$ cat config.mk
export PLATFORM = sky130hd
export DESIGN_NAME = pll_reset_seq
export DESIGN_NICKNAME = d
export VERILOG_FILES = /design/src/rtl/pll_reset_pkg.sv /design/src/rtl/sync_ff2.sv /design/src/rtl/pll_reset_seq.sv
export SDC_FILE = /design/constraint.sdc
export NUM_CORES = 1
export LEC_CHECK = 0
export CORE_AREA = 2 2 73 75
export CTS_CLUSTER_DIAMETER = 40
export DETAILED_ROUTE_END_ITERATION = 16
export DIE_AREA = 0 0 75 77
export SETUP_SLACK_MARGIN = 0.3
export SYNTH_ARGS = -nofsm -noshare
export SYNTH_HDL_FRONTEND = slang
export SYNTH_SLANG_ARGS = --single-unit
$ cat constraint.sdc
create_clock -name clk -period 4.6 [get_ports clk]
set_input_delay 0.92 -clock clk [delete_from_list [all_inputs] [get_ports clk]]
set_output_delay 0.92 -clock clk [all_outputs]
set_load 0.1 [all_outputs]
$ cat src/rtl/pll_reset_pkg.sv
`default_nettype none
// ============================================================================
// Module      : pll_reset_pkg
// Description : Shared state encoding and default cycle counts for the PLL
//               reset/bring-up sequencer and the CPU top level.
// Revision    : 1.0 - initial release
// ============================================================================
package pll_reset_pkg;

    typedef enum logic [2:0] {
        ST_WAIT_LOCK = 3'd0,
        ST_STABLE    = 3'd1,
        ST_HOLD      = 3'd2,
        ST_CORE_UP   = 3'd3,
        ST_RUN       = 3'd4
    } state_e;

    localparam int unsigned C_DEF_LOCK_STABLE_CYCLES = 1024;
    localparam int unsigned C_DEF_HOLD_CYCLES        = 16;
    localparam int unsigned C_DEF_PERIPH_DELAY       = 8;
    localparam int unsigned C_DEF_TICK_DIV           = 1000;
    localparam int unsigned C_DEF_CNT_W              = 16;

    // Counter width able to hold 0..v-1, never narrower than one bit.
    function automatic int unsigned cnt_width(input int unsigned v);
        int unsigned w;
        w = $clog2(v);
        return (w < 1) ? 1 : w;
    endfunction

endpackage
`default_nettype wire

$ cat src/rtl/sync_ff2.sv
`default_nettype none
// ============================================================================
// Module      : sync_ff2
// Description : Two-flop synchronizer for asynchronous level inputs, reset to 0.
// Revision    : 1.0 - initial release
// ============================================================================
module sync_ff2 #(
    parameter int unsigned WIDTH = 1
) (
    input  logic             clk,
    input  logic             rst,
    input  logic [WIDTH-1:0] d_i,
    output logic [WIDTH-1:0] q_o
);

    logic [WIDTH-1:0] meta_q;
    logic [WIDTH-1:0] sync_q;

    always_ff @(posedge clk or posedge rst) begin
        if (rst) begin
            meta_q <= '0;
            sync_q <= '0;
        end else begin
            meta_q <= d_i;
            sync_q <= meta_q;
        end
    end

    assign q_o = sync_q;

endmodule
`default_nettype wire

$ cat src/rtl/pll_reset_seq.sv
`default_nettype none
// ============================================================================
// Module      : pll_reset_seq
// Description : Staged core/peripheral reset release after qualified PLL lock,
//               with RUN-state timebase tick and sticky lock-loss flag.
// Revision    : 1.0 - initial release
// ============================================================================
module pll_reset_seq
    import pll_reset_pkg::*;
#(
    parameter int unsigned LOCK_STABLE_CYCLES = C_DEF_LOCK_STABLE_CYCLES,
    parameter int unsigned HOLD_CYCLES        = C_DEF_HOLD_CYCLES,
    parameter int unsigned PERIPH_DELAY       = C_DEF_PERIPH_DELAY,
    parameter int unsigned TICK_DIV           = C_DEF_TICK_DIV,
    parameter int unsigned CNT_W              = C_DEF_CNT_W
) (
    input  logic       clk,
    input  logic       rst,
    input  logic       pll_lock,
    input  logic       lost_clr,
    output logic       core_rst,
    output logic       periph_rst,
    output logic       ready,
    output logic       tick,
    output logic       lock_lost,
    output logic [2:0] state_dbg
);

    localparam int unsigned TICK_W = cnt_width(TICK_DIV);

    localparam logic [CNT_W-1:0]  C_STABLE_LAST = CNT_W'(LOCK_STABLE_CYCLES - 1);
    localparam logic [CNT_W-1:0]  C_HOLD_LAST   = CNT_W'(HOLD_CYCLES - 1);
    localparam logic [CNT_W-1:0]  C_PERIPH_LAST = CNT_W'(PERIPH_DELAY - 1);
    localparam logic [TICK_W-1:0] C_TICK_LAST   = TICK_W'(TICK_DIV - 1);

    logic lock_s;

    state_e            state_q,      state_d;
    logic [CNT_W-1:0]  cnt_q,        cnt_d;
    logic [TICK_W-1:0] tick_cnt_q,   tick_cnt_d;
    logic              core_rst_q,   core_rst_d;
    logic              periph_rst_q, periph_rst_d;
    logic              ready_q,      ready_d;
    logic              tick_q,       tick_d;
    logic              lock_lost_q,  lock_lost_d;

    sync_ff2 #(
        .WIDTH (1)
    ) u_lock_sync (
        .clk (clk),
        .rst (rst),
        .d_i (pll_lock),
        .q_o (lock_s)
    );

    always_ff @(posedge clk or posedge rst) begin
        if (rst) begin
            state_q      <= ST_WAIT_LOCK;
            cnt_q        <= '0;
            tick_cnt_q   <= '0;
            core_rst_q   <= 1'b1;
            periph_rst_q <= 1'b1;
            ready_q      <= 1'b0;
            tick_q       <= 1'b0;
            lock_lost_q  <= 1'b0;
        end else begin
            state_q      <= state_d;
            cnt_q        <= cnt_d;
            tick_cnt_q   <= tick_cnt_d;
            core_rst_q   <= core_rst_d;
            periph_rst_q <= periph_rst_d;
            ready_q      <= ready_d;
            tick_q       <= tick_d;
            lock_lost_q  <= lock_lost_d;
        end
    end

    always_comb begin
        state_d      = state_q;
        cnt_d        = cnt_q;
        tick_cnt_d   = tick_cnt_q;
        core_rst_d   = core_rst_q;
        periph_rst_d = periph_rst_q;
        ready_d      = ready_q;
        tick_d       = 1'b0;
        lock_lost_d  = lock_lost_q;

        if (lost_clr) begin
            lock_lost_d = 1'b0;
        end

        // Lock loss outranks every counter terminal condition; a set also
        // outranks a simultaneous lost_clr because it is applied afterwards.
        if ((state_q != ST_WAIT_LOCK) && !lock_s) begin
            state_d      = ST_WAIT_LOCK;
            cnt_d        = '0;
            tick_cnt_d   = '0;
            core_rst_d   = 1'b1;
            periph_rst_d = 1'b1;
            ready_d      = 1'b0;
            if ((state_q == ST_CORE_UP) || (state_q == ST_RUN)) begin
                lock_lost_d = 1'b1;
            end
        end else begin
            case (state_q)
                ST_WAIT_LOCK: begin
                    core_rst_d   = 1'b1;
                    periph_rst_d = 1'b1;
                    ready_d      = 1'b0;
                    cnt_d        = '0;
                    tick_cnt_d   = '0;
                    if (lock_s) begin
                        state_d = ST_STABLE;
                    end
                end
                ST_STABLE: begin
                    if (cnt_q == C_STABLE_LAST) begin
                        state_d = ST_HOLD;
                        cnt_d   = '0;
                    end else begin
                        cnt_d = cnt_q + CNT_W'(1);
                    end
                end
                ST_HOLD: begin
                    if (cnt_q == C_HOLD_LAST) begin
                        state_d    = ST_CORE_UP;
                        cnt_d      = '0;
                        core_rst_d = 1'b0;
                    end else begin
                        cnt_d = cnt_q + CNT_W'(1);
                    end
                end
                ST_CORE_UP: begin
                    if (cnt_q == C_PERIPH_LAST) begin
                        state_d      = ST_RUN;
                        cnt_d        = '0;
                        periph_rst_d = 1'b0;
                        ready_d      = 1'b1;
                        tick_cnt_d   = '0;
                    end else begin
                        cnt_d = cnt_q + CNT_W'(1);
                    end
                end
                ST_RUN: begin
                    if (tick_cnt_q == C_TICK_LAST) begin
                        tick_d     = 1'b1;
                        tick_cnt_d = '0;
                    end else begin
                        tick_cnt_d = tick_cnt_q + TICK_W'(1);
                    end
                end
                default: begin
                    state_d      = ST_WAIT_LOCK;
                    cnt_d        = '0;
                    tick_cnt_d   = '0;
                    core_rst_d   = 1'b1;
                    periph_rst_d = 1'b1;
                    ready_d      = 1'b0;
                end
            endcase
        end
    end

    assign core_rst   = core_rst_q;
    assign periph_rst = periph_rst_q;
    assign ready      = ready_q;
    assign tick       = tick_q;
    assign lock_lost  = lock_lost_q;
    assign state_dbg  = state_q;

endmodule
`default_nettype wire

==> results.py <==
metrics = {
    "drt": {
        "drc_errors": 0,
        "met1Wirelength_um": 1820,
        "firstDrtPassIters": 4,
        "vias": 1493,
        "wl_met3_um": 126,
        "met2_length_um": 1770,
        "wl_per_cell_um": 13.0,
        "top_layer_used": "met4",
        "drt-total-wl_um": 3770,
        "viasPerCell": 5.13,
        "first_iter_violations": 74,
        "drt.antenna.violating_nets": 0,
    },
    "place": {
        "io_buffers": 11,
        "dp_hpwl_um": 2630,
        "gp_congestion": 0.767,
    },
    "floorplan": {
        "ios": 12,
        "core_area_um2": 4980,
        "rows": 26,
        "dieArea_um2": 5780,
        "die_h_um": 77,
        "die_w_um": 75,
        "start_util": 0.393,
    },
    "worst_setup_path": {
        "path_cells": "clkdlybuf4s50_1",
        "r2r_start": "cnt_q[0]",
        "cp_slowest_cell": "clkdlybuf4s50_1",
        "rr_worst_depth": 6,
        "cp-start-kind": "flop",
        "r2r_end": "cnt_q[2]",
        "crit_type": "reg2out",
        "cp-endpoint": "state_dbg[0]",
        "required_ns": 3.68,
        "crit_family": "buffers and inverters",
        "startpoint": "state_dbg[0]",
        "worst-path-buf-inv": 1,
        "end_kind": "primary output",
        "cp.arrival_ns": 2.10,
        "crit_fanout": 11,
        "cpPeakStageDelay_ns": 1.21,
        "reg2reg_setup_slack_ns": 2.34,
        "worst-path-stages": 1,
    },
    "cts": {
        "clk_latency_ns": 0.29,
        "cts-buffers-inserted": 5,
        "ctsResizeCount": 0,
        "clock_sinks": 36,
        "clk_pin_slew_ns": 0.08,
        "clk_path_buf_depth": 2,
        "cts_tree": "done",
        "cts_htree_levels": 2,
        "post-cts-setup-buffers": 0,
        "clockRootBuffer": "clkbuf_8",
        "hold_buffers": 0,
    },
    "grt": {
        "grtUsageTotal": 0.148,
        "grt_max_degree": 25,
        "grt_pass1_wl_um": 6690,
        "antenna_found_initial": 0,
        "globalRouteOverflowTotal": 0,
        "grt_pass1_vias": 1458,
    },
    "yosys": {
        "syn_inst": 209,
        "syn-cell-area_um2": 1950,
        "ys_types": 43,
        "ys_seq_elements": 36,
        "synth_nets": 215,
        "ys_warn_count": 0,
        "synth_area_leaders": "dfrtp_1 44%, nor2_1 5.8%, o21ai_0 5.6%, nand2_1 5.0%, xnor2_1 4.5%",
        "postSynthAreaPerCell_um2": 9.35,
        "yosysSeqAreaShare": 0.462,
        "yosys.area.top_type_share": 0.435,
        "synth_largest_area_cell": "dfrtp_1",
    },
    "finish": {
        "fin_nets": 226,
        "final_common_cell": "dfrtp_1",
        "post-route-util": 0.445,
        "antennaDiodeCount": 0,
        "drive_above_1_share": 0.118,
        "area_growth_pct": 13.4,
        "final_cell_mix": "34 x dfrtp_1, 30 x nor2_1, 26 x nand2_1",
    },
    "timing": {
        "slew_headroom": 0.349,
        "slew_viol_final": 0,
        "clock_skew_ns": 0.00941,
        "hold_viol": 0,
        "period_minus_slack_ns": 3.02,
        "rsz0062_at_grt": "false",
        "setup_tns_ns": 0,
        "finalSetupViolCount": 0,
        "max_freq_ghz": 0.331,
        "fin_crit_sh": 0.656,
        "worstMarginPinSlew_ns": 0.973,
    },
    "hold_path": {
        "min_from": "u_lock_sync.meta_q",
        "hold_path_class": "reg2reg",
    },
    "pwr": {
        "power_uw": 652,
        "ir_drop_uv": 152,
        "power_density_nw_per_um2": 294,
        "power_leakage_uw": 0.000876,
    },
    "job": {
        "cap_viol_max_count": 0,
    },
    "run_status": {
        "status": "completed",
    },
}
==> cell families after synthesis <==
family	count (synthesis)	share of synthesized area
fa+ha+maj	2	0.0128
buf+inv	14	0.0391
compound gates	41	0.129
xor+xnor	14	0.0627
flops	36	0.462
simple gates	102	0.294
==> synthesized netlist by cell type, drive strengths merged <==
cell,n
a211oi,1
a21oi,6
a22o,1
a31oi,2
and3,5
and3b,1
and4,3
and4bb,1
buf,8
dfrtp,34
dfstp,2
ha,2
inv,6
nand2,26
nand3,10
nand4,3
nand4bb,1
nor2,32
nor2b,3
nor3,9
nor4,5
nor4bb,1
o211a,1
o211ai,1
o21ai,24
o22ai,1
o2bb2ai,1
o31ai,3
or3,1
or3b,1
xnor2,10
xor2,4
==> per-layer routing <==
metal  vias up  global-route usage
li1        747                   -
met1       719               0.198
met2        21               0.230
met3         6              0.0394
met4         0              0.0500
met5         -                   0
==> report_power, final <==
| part | switching, uW | total [uW] | internal (uW) |
|---|---|---|---|
| clock network | 119 | 279 | 160 |
| logic | 25.9 | 38.7 | 12.8 |
| registers | 9.46 | 334 | 325 |
==> state kept, by name (all words and copies together) (netlist names) <==
name and cells:
cnt_q 16, tick_cnt_q 10, state_dbg 3, core_rst 1, lock_lost 1, periph_rst 1, ready 1, tick 1
u_lock_sync.meta_q 1, u_lock_sync.q_o 1
==> final cells by class <==
| type | instances | area (um2) |
|---|---|---|
| fill | 494 | 2760 |
| multi-input combinational | 159 | 975 |
| inverter | 6 | 22.5 |
| clock inverter | 3 | 42.5 |
| timing repair buffer | 12 | 118 |
| tap | 70 | 87.6 |
| sequential | 36 | 903 |
| clock buffer | 5 | 68.8 |
==> through the flow <==
stage,hold WS [ns],instances,instance area [um2],setup WS [ns]
finish,0.353,291,2220,1.58
global route,0.374,291,2220,1.52
CTS,0.356,291,2220,1.58
detailed placement,0.337,283,2110,1.91
global placement,0.332,283,2110,1.95
floorplan,0.331,209,1950,2.42
==> how the worst min path moves through the flow <==
stage,to,slack (ns),cells after the start
2_1_floorplan,u_lock_sync.q_o,0.33,0
3_3_place_gp,u_lock_sync.q_o,0.33,0
3_5_place_dp,u_lock_sync.q_o,0.34,0
4_1_cts,u_lock_sync.q_o,0.36,0
5_1_grt,u_lock_sync.q_o,0.37,0
6_report,u_lock_sync.q_o,0.35,0
Power figures use the tool's default switching activity.
